**src/rtl/piso_tx_nbit_if.sv**
```systemverilog
// piso_tx_nbit_if: load handshake and serial line bundle for the PISO transmitter
interface piso_tx_nbit_if #(parameter int N = 8);
    logic         load_valid_in;
    logic [N-1:0] load_data_in;
    logic         load_ready_out;
    logic         shift_en_in;
    logic         ser_out;
    logic         ser_valid_out;
    logic         frame_start_out;
    logic         busy_out;

    modport master (
        output load_valid_in, load_data_in, shift_en_in,
        input  load_ready_out, ser_out, ser_valid_out, frame_start_out, busy_out
    );

    modport slave (
        input  load_valid_in, load_data_in, shift_en_in,
        output load_ready_out, ser_out, ser_valid_out, frame_start_out, busy_out
    );
endinterface

```
**src/rtl/piso_tx_nbit.sv**
```systemverilog
// piso_tx_nbit: N-bit parallel-in/serial-out transmitter with frame-start marker and gapless back-to-back words
module piso_tx_nbit #(
    parameter int N         = 8,
    parameter bit LSB_FIRST = 1'b1
) (
    input logic             clk,
    input logic             reset_al_in,
    piso_tx_nbit_if.slave   bus
);
    localparam int CW = (N < 2) ? 1 : $clog2(N);

    typedef enum logic {IDLE, SHIFT} state_t;

    state_t        state, next_state;
    logic [N-1:0]  sreg;
    logic [CW-1:0] cnt;
    logic          last, accept;

    // last bit retires on this edge, so a new word may be taken without a gap
    assign last   = state == SHIFT && cnt == CW'(N - 1) && bus.shift_en_in;
    assign accept = bus.load_valid_in && bus.load_ready_out;

    always_ff @(posedge clk or negedge reset_al_in)
        if (!reset_al_in) state <= IDLE;
        else state <= next_state;

    always_comb
        next_state = accept ? SHIFT : last ? IDLE : state;

    always_comb begin
        bus.load_ready_out  = state == IDLE || last;
        bus.ser_valid_out   = state == SHIFT;
        bus.busy_out        = state == SHIFT;
        bus.frame_start_out = state == SHIFT && cnt == '0;
        bus.ser_out         = state == SHIFT && (LSB_FIRST ? sreg[0] : sreg[N-1]);
    end

    always_ff @(posedge clk or negedge reset_al_in)
        if (!reset_al_in) begin
            sreg <= '0;
            cnt  <= '0;
        end else if (accept) begin
            sreg <= bus.load_data_in;
            cnt  <= '0;
        end else if (last) begin
            sreg <= '0;
            cnt  <= '0;
        end else if (state == SHIFT && bus.shift_en_in) begin
            sreg <= LSB_FIRST ? sreg >> 1 : sreg << 1;
            cnt  <= cnt + 1'b1;
        end
endmodule

```
**src/flat_wrapper.sv**
```systemverilog
// flat-port wrapper written by rule: the top's interface ports become plain ports
module piso_tx_nbit_flat 
#(
    parameter int N         = 8,
    parameter bit LSB_FIRST = 1'b1
)
  (clk, reset_al_in, bus_load_valid_in, bus_load_data_in, bus_shift_en_in, bus_load_ready_out, bus_ser_out, bus_ser_valid_out, bus_frame_start_out, bus_busy_out);
  piso_tx_nbit_if #(.N(N)) bus_i ();
  input logic clk;
  input logic reset_al_in;
  input wire logic [$bits(bus_i.load_valid_in)-1:0] bus_load_valid_in;
  input wire logic [$bits(bus_i.load_data_in)-1:0] bus_load_data_in;
  input wire logic [$bits(bus_i.shift_en_in)-1:0] bus_shift_en_in;
  output wire logic [$bits(bus_i.load_ready_out)-1:0] bus_load_ready_out;
  output wire logic [$bits(bus_i.ser_out)-1:0] bus_ser_out;
  output wire logic [$bits(bus_i.ser_valid_out)-1:0] bus_ser_valid_out;
  output wire logic [$bits(bus_i.frame_start_out)-1:0] bus_frame_start_out;
  output wire logic [$bits(bus_i.busy_out)-1:0] bus_busy_out;
  assign bus_i.load_valid_in = bus_load_valid_in;
  assign bus_i.load_data_in = bus_load_data_in;
  assign bus_i.shift_en_in = bus_shift_en_in;
  assign bus_load_ready_out = bus_i.load_ready_out;
  assign bus_ser_out = bus_i.ser_out;
  assign bus_ser_valid_out = bus_i.ser_valid_out;
  assign bus_frame_start_out = bus_i.frame_start_out;
  assign bus_busy_out = bus_i.busy_out;
  piso_tx_nbit #(.N(N), .LSB_FIRST(LSB_FIRST)) u_core (.clk(clk), .reset_al_in(reset_al_in), .bus(bus_i));
endmodule
```
**config.mk**
```make
export PLATFORM = sky130hd
export DESIGN_NAME = piso_tx_nbit_flat
export DESIGN_NICKNAME = d
export VERILOG_FILES = /design/src/rtl/piso_tx_nbit_if.sv /design/src/rtl/piso_tx_nbit.sv /design/src/flat_wrapper.sv
export SDC_FILE = /design/constraint.sdc
export NUM_CORES = 1
export LEC_CHECK = 0
export BUFFER_PORTS_ARGS = -buffer_cell sky130_fd_sc_hd__buf_2
export CAP_MARGIN = 25
export CORE_MARGIN = 2
export CORE_UTILIZATION = 46
export DETAILED_ROUTE_END_ITERATION = 10
export PLACE_DENSITY = 0.72
export REMOVE_ABC_BUFFERS = 1
export SYNTH_ARGS = -nofsm -noshare
export SYNTH_HDL_FRONTEND = slang
export SYNTH_SLANG_ARGS = --single-unit
```
**constraint.sdc**
```tcl
create_clock -name clk -period 1.4 [get_ports clk]
set_input_delay 0.28 -clock clk [delete_from_list [all_inputs] [get_ports clk]]
set_output_delay 0.28 -clock clk [all_outputs]
set_load 0.005 [all_outputs]
```
**Word-level counts from Yosys, hierarchy flattened**

Index checks and enable logic that the tools add are counted.
Widths: inputs -> output; s select.

- Add/subtract/negate cells: 1
- Eq/ne operators: 1
- Multiplexer cells: 8
- Bitwise operators: 1
- Reductions and logical operators: 10

Operators by type and width:

| operator | number |
|---|---|
| $mux 8 | 3 |
| $mux 3 | 3 |
| $logic_and 1x1->1 | 6 |
| $add 3x1->3 const B | 1 |
| $eq 3x3->1 const B | 1 |
| $logic_not 3->1 | 1 |
| $reduce_bool 3->1 | 1 |
| $mux 1 | 2 |
| $reduce_bool 2->1 | 1 |
| $logic_or 1x1->1 | 1 |
| $not 1->1 | 1 |

- Register bits after elaboration: 12
- Output and inout bits: 5
- Logic and storage cells: 24

**Logic depth before layout (Yosys ltp)**

Gate-level depths: netlist (run 1).

- Word-level depth: 6
- Depth in mapped cells: 6

**Worst setup path after synthesis (run 1)**

Ideal clock, no wire load.

- Path type: register -> register
- Start point: register u_core.cnt[0]
- End point: register u_core.sreg[7]
- Data arrival time: 1.256 ns
- Data required time: 1.278 ns
- Setup slack: 0.023 ns
- Stages on the path, launching flop included: 7
- Clock period less this slack: 1.377 ns
- Cell sequence: dfrtp_1 -> ha_1 -> ha_1 -> buf_2 -> nand2_1 -> nand2_1 -> a32o_1

- Word-level cells in the longest chain between the ends: 6
- Elaborated cells on any way between the ends: 8
- Those cells by class: 1 x eq/ne; 2 x mux; 5 x reduce/logical

Ends and longest elaborated chain:

| element | line | source |
|---|---|---|
| start: declaration | piso_tx_nbit.sv:16 | `logic [CW-1:0] cnt;` |
| start signal: assignment | piso_tx_nbit.sv:50 | `cnt <= cnt + 1'b1;` |
| $eq 3x3->1 (*) | piso_tx_nbit.sv:20 | `assign last = state == SHIFT && cnt == CW'(N - 1) && bus.shift_en_in;` |
| $logic_and 1x1->1 (*) (2 in series) | piso_tx_nbit.sv:20 |  |
| $logic_or 1x1->1 (*) | piso_tx_nbit.sv:31 | `bus.load_ready_out = state == IDLE \|\| last;` |
| net bus_load_ready_out | flat_wrapper.sv:14 | `output wire logic [$bits(bus_i.load_ready_out)-1:0] bus_load_ready_out;` |
| $logic_and 1x1->1 (*) | piso_tx_nbit.sv:21 | `assign accept = bus.load_valid_in && bus.load_ready_out;` |
| $reduce_bool 3->1 (no source line) / $mux 8 (equally long branches) | - |  |
| end signal: assignment | piso_tx_nbit.sv:43 | `sreg <= bus.load_data_in;` |
| end signal: assignment | piso_tx_nbit.sv:49 | `sreg <= LSB_FIRST ? sreg >> 1 : sreg << 1;` |
| end: declaration | piso_tx_nbit.sv:15 | `logic [N-1:0] sreg;` |

The timed path passes the listed nets; every way through them passes the cells marked *.
A chain may end at the register's enable or synchronous reset.

**Worst setup path after layout (run 1)**

- Start point: register u_core.cnt[0]
- End point: output bus_load_ready_out

- Word-level cells in the longest chain between the ends: 4

Ends and longest elaborated chain:

| element | line |
|---|---|
| $eq 3x3->1 | piso_tx_nbit.sv:20 |
| $logic_and 1x1->1 (2 in series) | piso_tx_nbit.sv:20 |
| $logic_or 1x1->1 | piso_tx_nbit.sv:31 |
| end: declaration | flat_wrapper.sv:14 |

Every way passes these cells.

==> results.json, run 1 <==
{
  "cp_common_cell": "nand2_2",
  "setup_slack_ns": -0.141,
  "ant_nets": 0,
  "violations": "negative setup slack",
  "p_seq_share_pct": 38.6,
  "antenna_found_initial": 0,
  "grt_max_degree": 16,
  "chipWidth_um": 45.0,
  "clkPwrFrac_pct": 15.6,
  "clockBufferDepth": 2,
  "grt_pass1_vias": 670,
  "leakagePower_nw": 0.494,
  "layout-drive-gt1-share_pct": 42.3,
  "max_cap_violations": 0,
  "clock_sinks": 12,
  "placement.io_buffers": 16,
  "diodes": 0,
  "worst-endpoint-arrival_ns": 1.26,
  "vias": 703,
  "core_sq_um": 1540,
  "max_freq_mhz": 649,
  "slowest_delay_ns": 0.41,
  "critical_path_buf_inv_count": 1,
  "ys_ff_latch": 12,
  "yosys_most_used_dff": "dfrtp_1",
  "dr.first_iter.drc_count": 8,
  "yosysTopAreaCellShare_pct": 38.8,
  "cts_tree": "built",
  "avgSynthCellArea_sq_um": 9.11,
  "p_sw_share_pct": 34.2,
  "cts_inserted_buffers": 3,
  "slowest_stage": "dfrtp_1",
  "ir_worst_vdd_v": 0.000669,
  "criticalPathCategory": "reg -> out",
  "start_util_pct": 50.2,
  "start_kind": "register",
  "place_inst": 116,
  "hold_class": "in -> reg",
  "cp.required_ns": 1.12,
  "relSlewSlack_pct": 80.8,
  "routed.top_layer": "met4",
  "htreeDepth": 1,
  "async_reset_ff_share_pct": 100,
  "synth_edf_count": 0,
  "syn_to_final_growth_pct": 30.5,
  "yosysTopAreaCell": "dfrtp_1",
  "setup-violations-final": 8,
  "std_cell_rows": 14,
  "rsz0062_at_grt": "true",
  "routed-wl-met2_um": 824,
  "clk-insertion-delay-late_ns": 0.27,
  "wl_met3_um": 93,
  "nNetsFinal": 128,
  "die_area_sq_um": 2030,
  "clock_skew_ns": 0.00636,
  "power_switching_uw": 485,
  "path_clk_slew_ns": 0.07,
  "ys_seq_area_share_pct": 38.8,
  "status": "finished, violations left",
  "crit_fanout": 2,
  "slew_violations": 0,
  "overflow": 0,
  "dp_hpwl_mm": 1.20,
  "dpl_worst_slack_ns": 0.0493,
  "m1WireLength_um": 835,
  "wirelength_mm": 1.76,
  "post-route-util_pct": 65.6,
  "fin_crit_sh_pct": 110,
  "grt_pass1_wl_mm": 2.95,
  "drc": 0,
  "vias_per_cell": 5.54,
  "syn-cell-area_sq_um": 774,
  "synthTopCellsByArea": "dfrtp_1, nand2b_1, a21o_1",
  "cts_root_buffer": "clkbuf_4",
  "wl_per_cell_um": 13.9,
  "die_y_um": 45.0,
  "ys_types": 19,
  "nFillCells": 140,
  "first_pass_iters": 4,
  "finalHoldViolations": 0,
  "synth_common_cells": "dfrtp_1, nand2b_1, inv_1",
  "path_cells": "ha_2 -> ha_4 -> nand2_2 -> nand2_2 -> buf_2",
  "yosys_warnings": 0,
  "period_needed_ns": 1.54,
  "p_int_uw": 932,
  "p_per_area_nw_per_um2": 1400,
  "grt_usage_pct": 19.9,
  "endpoint_kind": "primary output",
  "worst_pin_slew_ns": 0.288,
  "synthCells": 85,
  "ios": 17,
  "place_congestion": 0.822,
  "final_cells": 127,
  "comb_power_share_pct": 45.8,
  "crit_family": "flip-flops"
}
-- worst paths after layout --
path / endpoint / from / cells past startpoint / slack [ns]
setup / recovery: bus_load_ready_out / u_core.cnt[0] / 5 / -0.14
hold / removal: u_core.sreg[7] / bus_load_data_in[7] / 2 / 0.27
setup reg to reg: u_core.sreg[7] / u_core.cnt[0] / 7 / -0.03
hold reg to reg: u_core.sreg[7] / u_core.sreg[7] / 1 / 0.50
max in group asynchronous: u_core.bus.busy_out / reset_al_in / 2 / 0.73
min in group asynchronous: u_core.sreg[6] / reset_al_in / 2 / 0.43
-- per-stage QoR --
step	setup TNS [ns]	cell area (sq um)	hold slack (ns)	total power [mW]
2_1_floorplan	-0.0525	737	-0.0156	0.892
3_5_place_dp	0	875	0.175	1.06
5_1_grt	-0.930	1010	0.274	1.53
6_report	-0.321	1010	0.267	1.42
4_1_cts	-0.212	973	0.262	1.37
3_3_place_gp	0	875	0.177	1.04
-- worst register-to-register path, stage by stage (launching register included) --
cell and delay [ns]:
dfrtp_1 0.41, ha_2 0.20, ha_4 0.16, nand2_2 0.05
nand2_2 0.05, buf_4 0.13, buf_6 0.10, a32o_1 0.23
-- timing repair --
item | 4_1_cts | 5_1_grt
pin swaps | 4 | 6
hold buffers | 1 | 0
cloned | 0 | 1
resized for setup | 9 | 7
setup endpoints to repair | 3 | 13
endpoints found under the hold margin | 12 | 0
setup buffers | 5 | 1
-- logic make-up (layout without fill, tap and decap cells) --
group	Yosys count	after routing	synth area share [%]
DFF	12	12	38.8
and+or+nand+nor	28	28	20.5
AOI/OAI and AO/OA	24	24	21.3
adders and majority gates	3	3	4.85
buffers and inverters	14	40	8.72
muxes	4	4	5.82
-- layer usage --
layer	up-vias	GRT usage, %
met5	-	0
met4	0	4.71
met3	2	6.80
met2	16	31.7
met1	332	26.2
li1	353	-
-- final cells by class --
cell class              count  area (sq um)  area share [%]
multi-input cells          59           445            44.1
flip-flops and latches     12           302            29.8
repair buffers             29           189            18.7
inverters                   8          32.5            3.22
clock buffers               3          22.5            2.23
well taps                  16          20.0            1.98
-- state kept, by name, indices dropped and copies added, names as in the netlist --
signal / flops
u_core.bus.busy_out: 1
u_core.cnt: 3
u_core.sreg: 8
-- power groups by stage --
stage | Combinational [mW] | Sequential (mW) | Clock (mW)
floorplan | 0.358 | 0.534 | 0
global placement | 0.495 | 0.546 | 0
detailed placement | 0.512 | 0.550 | 0
CTS | 0.604 | 0.544 | 0.222
global route | 0.735 | 0.562 | 0.232
finish | 0.650 | 0.546 | 0.221
-- cells in the final DEF (no fill, tap or decap), drive strengths merged --
cell         Yosys  layout
a21oi            1       1
clkbuf           0       3
a21o             6       6
and2             2       2
or2b             1       1
a22o             2       2
o22ai            7       7
a32o             1       1
inv              8       8
dlygate4sd3      0       1
nand2            4       4
dfrtp           12      12
mux2             4       4
nand3            7       7
nand2b          12      12
ha               3       3
buf              6      28
nor2             2       2
a31oi            7       7
Note: power is estimated with default switching activity, not from simulation.
==> inputs of run 2 (changes only) <==
--- a/config.mk
+++ b/config.mk
@@ -7,8 +7,8 @@
 export LEC_CHECK = 0
 export BUFFER_PORTS_ARGS = -buffer_cell sky130_fd_sc_hd__buf_2
 export CAP_MARGIN = 25
-export CORE_MARGIN = 2
 export CORE_UTILIZATION = 46
+export CTS_BUF_LIST = sky130_fd_sc_hd__clkbuf_16
 export DETAILED_ROUTE_END_ITERATION = 10
 export PLACE_DENSITY = 0.72
 export REMOVE_ABC_BUFFERS = 1
==> run 2 against run 1 <==
  * Clock skew shrank 0.0047 ns
  * The run still ends with negative setup slack left
  * Critical path type unchanged
  * Sequential cell count is the same
  * Combinational power shrank 5.8%
  * Sequential share of layout area shrank 0.65 points
  * Die area shrank 8.7%
  * Largest power group unchanged
  * Largest cell class unchanged
  * Worst setup slack gained 0.052 ns
  * Non-clock buffer count shrank 3
  * Register-to-register slack gained 0.11 ns
==> results.json, run 2 (same netlist as run 1, synthesis figures left out) <==
{
  "cp_common_cell": "nand2_2",
  "cts_tree": "built",
  "comb_power_share_pct": 36.4,
  "drc": 0,
  "overflow": 0,
  "leakagePower_nw": 0.500,
  "ir_worst_vdd_v": 0.000924,
  "worst_pin_slew_ns": 0.281,
  "layout-drive-gt1-share_pct": 38.5,
  "p_int_mw": 1.19,
  "dp_hpwl_mm": 1.17,
  "relSlewSlack_pct": 81.3,
  "largest_reg_flops": 8,
  "dr.first_iter.drc_count": 15,
  "ant_nets": 0,
  "p_total_mw": 1.68,
  "wl_per_cell_um": 13.3,
  "core_sq_um": 1540,
  "clock_sinks": 12,
  "violations": "negative setup slack",
  "clkPwrFrac_pct": 30.8,
  "vias_per_cell": 5.68,
  "start_kind": "register",
  "criticalPathCategory": "reg -> out",
  "path_clk_slew_ns": 0.04,
  "cts_root_buffer": "clkbuf_16",
  "worst-endpoint-arrival_ns": 1.21,
  "grt_pass1_vias": 677,
  "final_cell_mix": "buf_2, nand2b_1, dfrtp_1",
  "nNetsFinal": 125,
  "period_needed_ns": 1.49,
  "r2r_start": "u_core.bus.busy_out",
  "hold_class": "in -> reg",
  "grt_usage_pct": 21.2,
  "max_cap_violations": 0,
  "p_sw_share_pct": 29.3,
  "hp-start": "bus_load_data_in[7]",
  "clk-insertion-delay-late_ns": 0.24,
  "syn_to_final_growth_pct": 33.4,
  "setup_slack_ns": -0.0898,
  "setup-violations-final": 2,
  "vias": 710,
  "diodes": 0,
  "first_pass_iters": 4,
  "slowest_stage": "dfrtp_1",
  "endpoint_kind": "primary output",
  "mostFrequentLayoutCell": "buf_2",
  "critical_path_buf_inv_count": 1,
  "status": "finished, violations left",
  "final_cells": 125,
  "path_cells": "ha_2 -> ha_4 -> nand2_2 -> nand2_2 -> buf_2",
  "cp-startpoint": "u_core.cnt[0]",
  "cp.required_ns": 1.12,
  "antenna_found_initial": 0,
  "crit_family": "flip-flops",
  "max_freq_mhz": 671,
  "cts_inserted_buffers": 3,
  "chipWidth_um": 43.0,
  "placement.io_buffers": 16,
  "p_per_area_nw_per_um2": 1630,
  "wirelength_mm": 1.66,
  "grt_pass1_wl_mm": 2.90,
  "finalSetupTns_ns": -0.128,
  "clock_skew_ns": 0.00162,
  "crit_fanout": 3,
  "place_inst": 117,
  "largest_register": "u_core.sreg",
  "htreeDepth": 1,
  "clockBufferDepth": 2,
  "rsz0062_at_grt": "true",
  "p_seq_share_pct": 32.8,
  "die_y_um": 43.0,
  "slowest_delay_ns": 0.39,
  "finalHoldViolations": 0,
  "ios": 17,
  "die_area_sq_um": 1850,
  "grt_max_degree": 13,
  "slew_violations": 0,
  "std_cell_rows": 14,
  "fin_crit_sh_pct": 106,
  "power_switching_uw": 493,
  "place_congestion": 0.774,
  "start_util_pct": 50.2
}
[run 2: cell type report]
class	instances	area [sq um]
multi-input combinational	59	439
sequential	12	302
timing repair buffer	26	161
tap	16	20.0
clock inverter	1	3.75
inverter	8	32.5
clock buffer	3	75.1
fill	129	508
[run 2: worst paths after layout]
| path | end | slack (ns) | cells after the start |
|---|---|---|---|
| setup / recovery | bus_load_ready_out | -0.09 | 5 |
| hold / removal | u_core.sreg[7] | 0.30 | 2 |
| setup reg to reg | u_core.cnt[0] | 0.08 | 4 |
| hold reg to reg | u_core.sreg[7] | 0.50 | 1 |
| max in group asynchronous | u_core.bus.busy_out | 0.70 | 2 |
| min in group asynchronous | u_core.sreg[3] | 0.45 | 2 |
[run 2: power groups by stage]
stage	Combinational (mW)	Sequential [mW]	Clock, mW
finish	0.612	0.552	0.518
global route	0.704	0.567	0.538
CTS	0.587	0.552	0.524
detailed placement	0.518	0.549	0
global placement	0.498	0.544	0
floorplan	0.358	0.534	0
[run 2: what timing repair did]
action,in CTS,in global routing
hold endpoints to repair,12,0
hold buffers,1,0
gates resized for setup,9,3
setup buffers,2,1
pin swaps,2,1
setup endpoints to repair,3,3
[run 2: per-stage QoR]
step	hold slack, ns	area (sq um)	utilization, %	setup WS (ns)
3_3_place_gp	0.174	882	57.2	0.0785
6_report	0.303	1030	67.0	-0.0898
4_1_cts	0.297	1010	65.7	-0.0900
2_1_floorplan	-0.0156	737	-	-0.0525
3_5_place_dp	0.179	882	57.2	0.0494
5_1_grt	0.296	1030	67.0	-0.139
[run 2: worst reg2reg max path: stages (launching register included)]
cell	delay [ns]
dfrtp_2	0.44
buf_4	0.16
nand2b_1	0.17
and2_4	0.18
mux2_2	0.26
[run 2: per-layer routing]
layer,vias up,track usage (%),routed length (um)
met2,12,34.8,819
li1,352,-,-
met3,2,3.83,49
met4,0,9.09,15
met5,-,0,0
met1,344,27.2,779
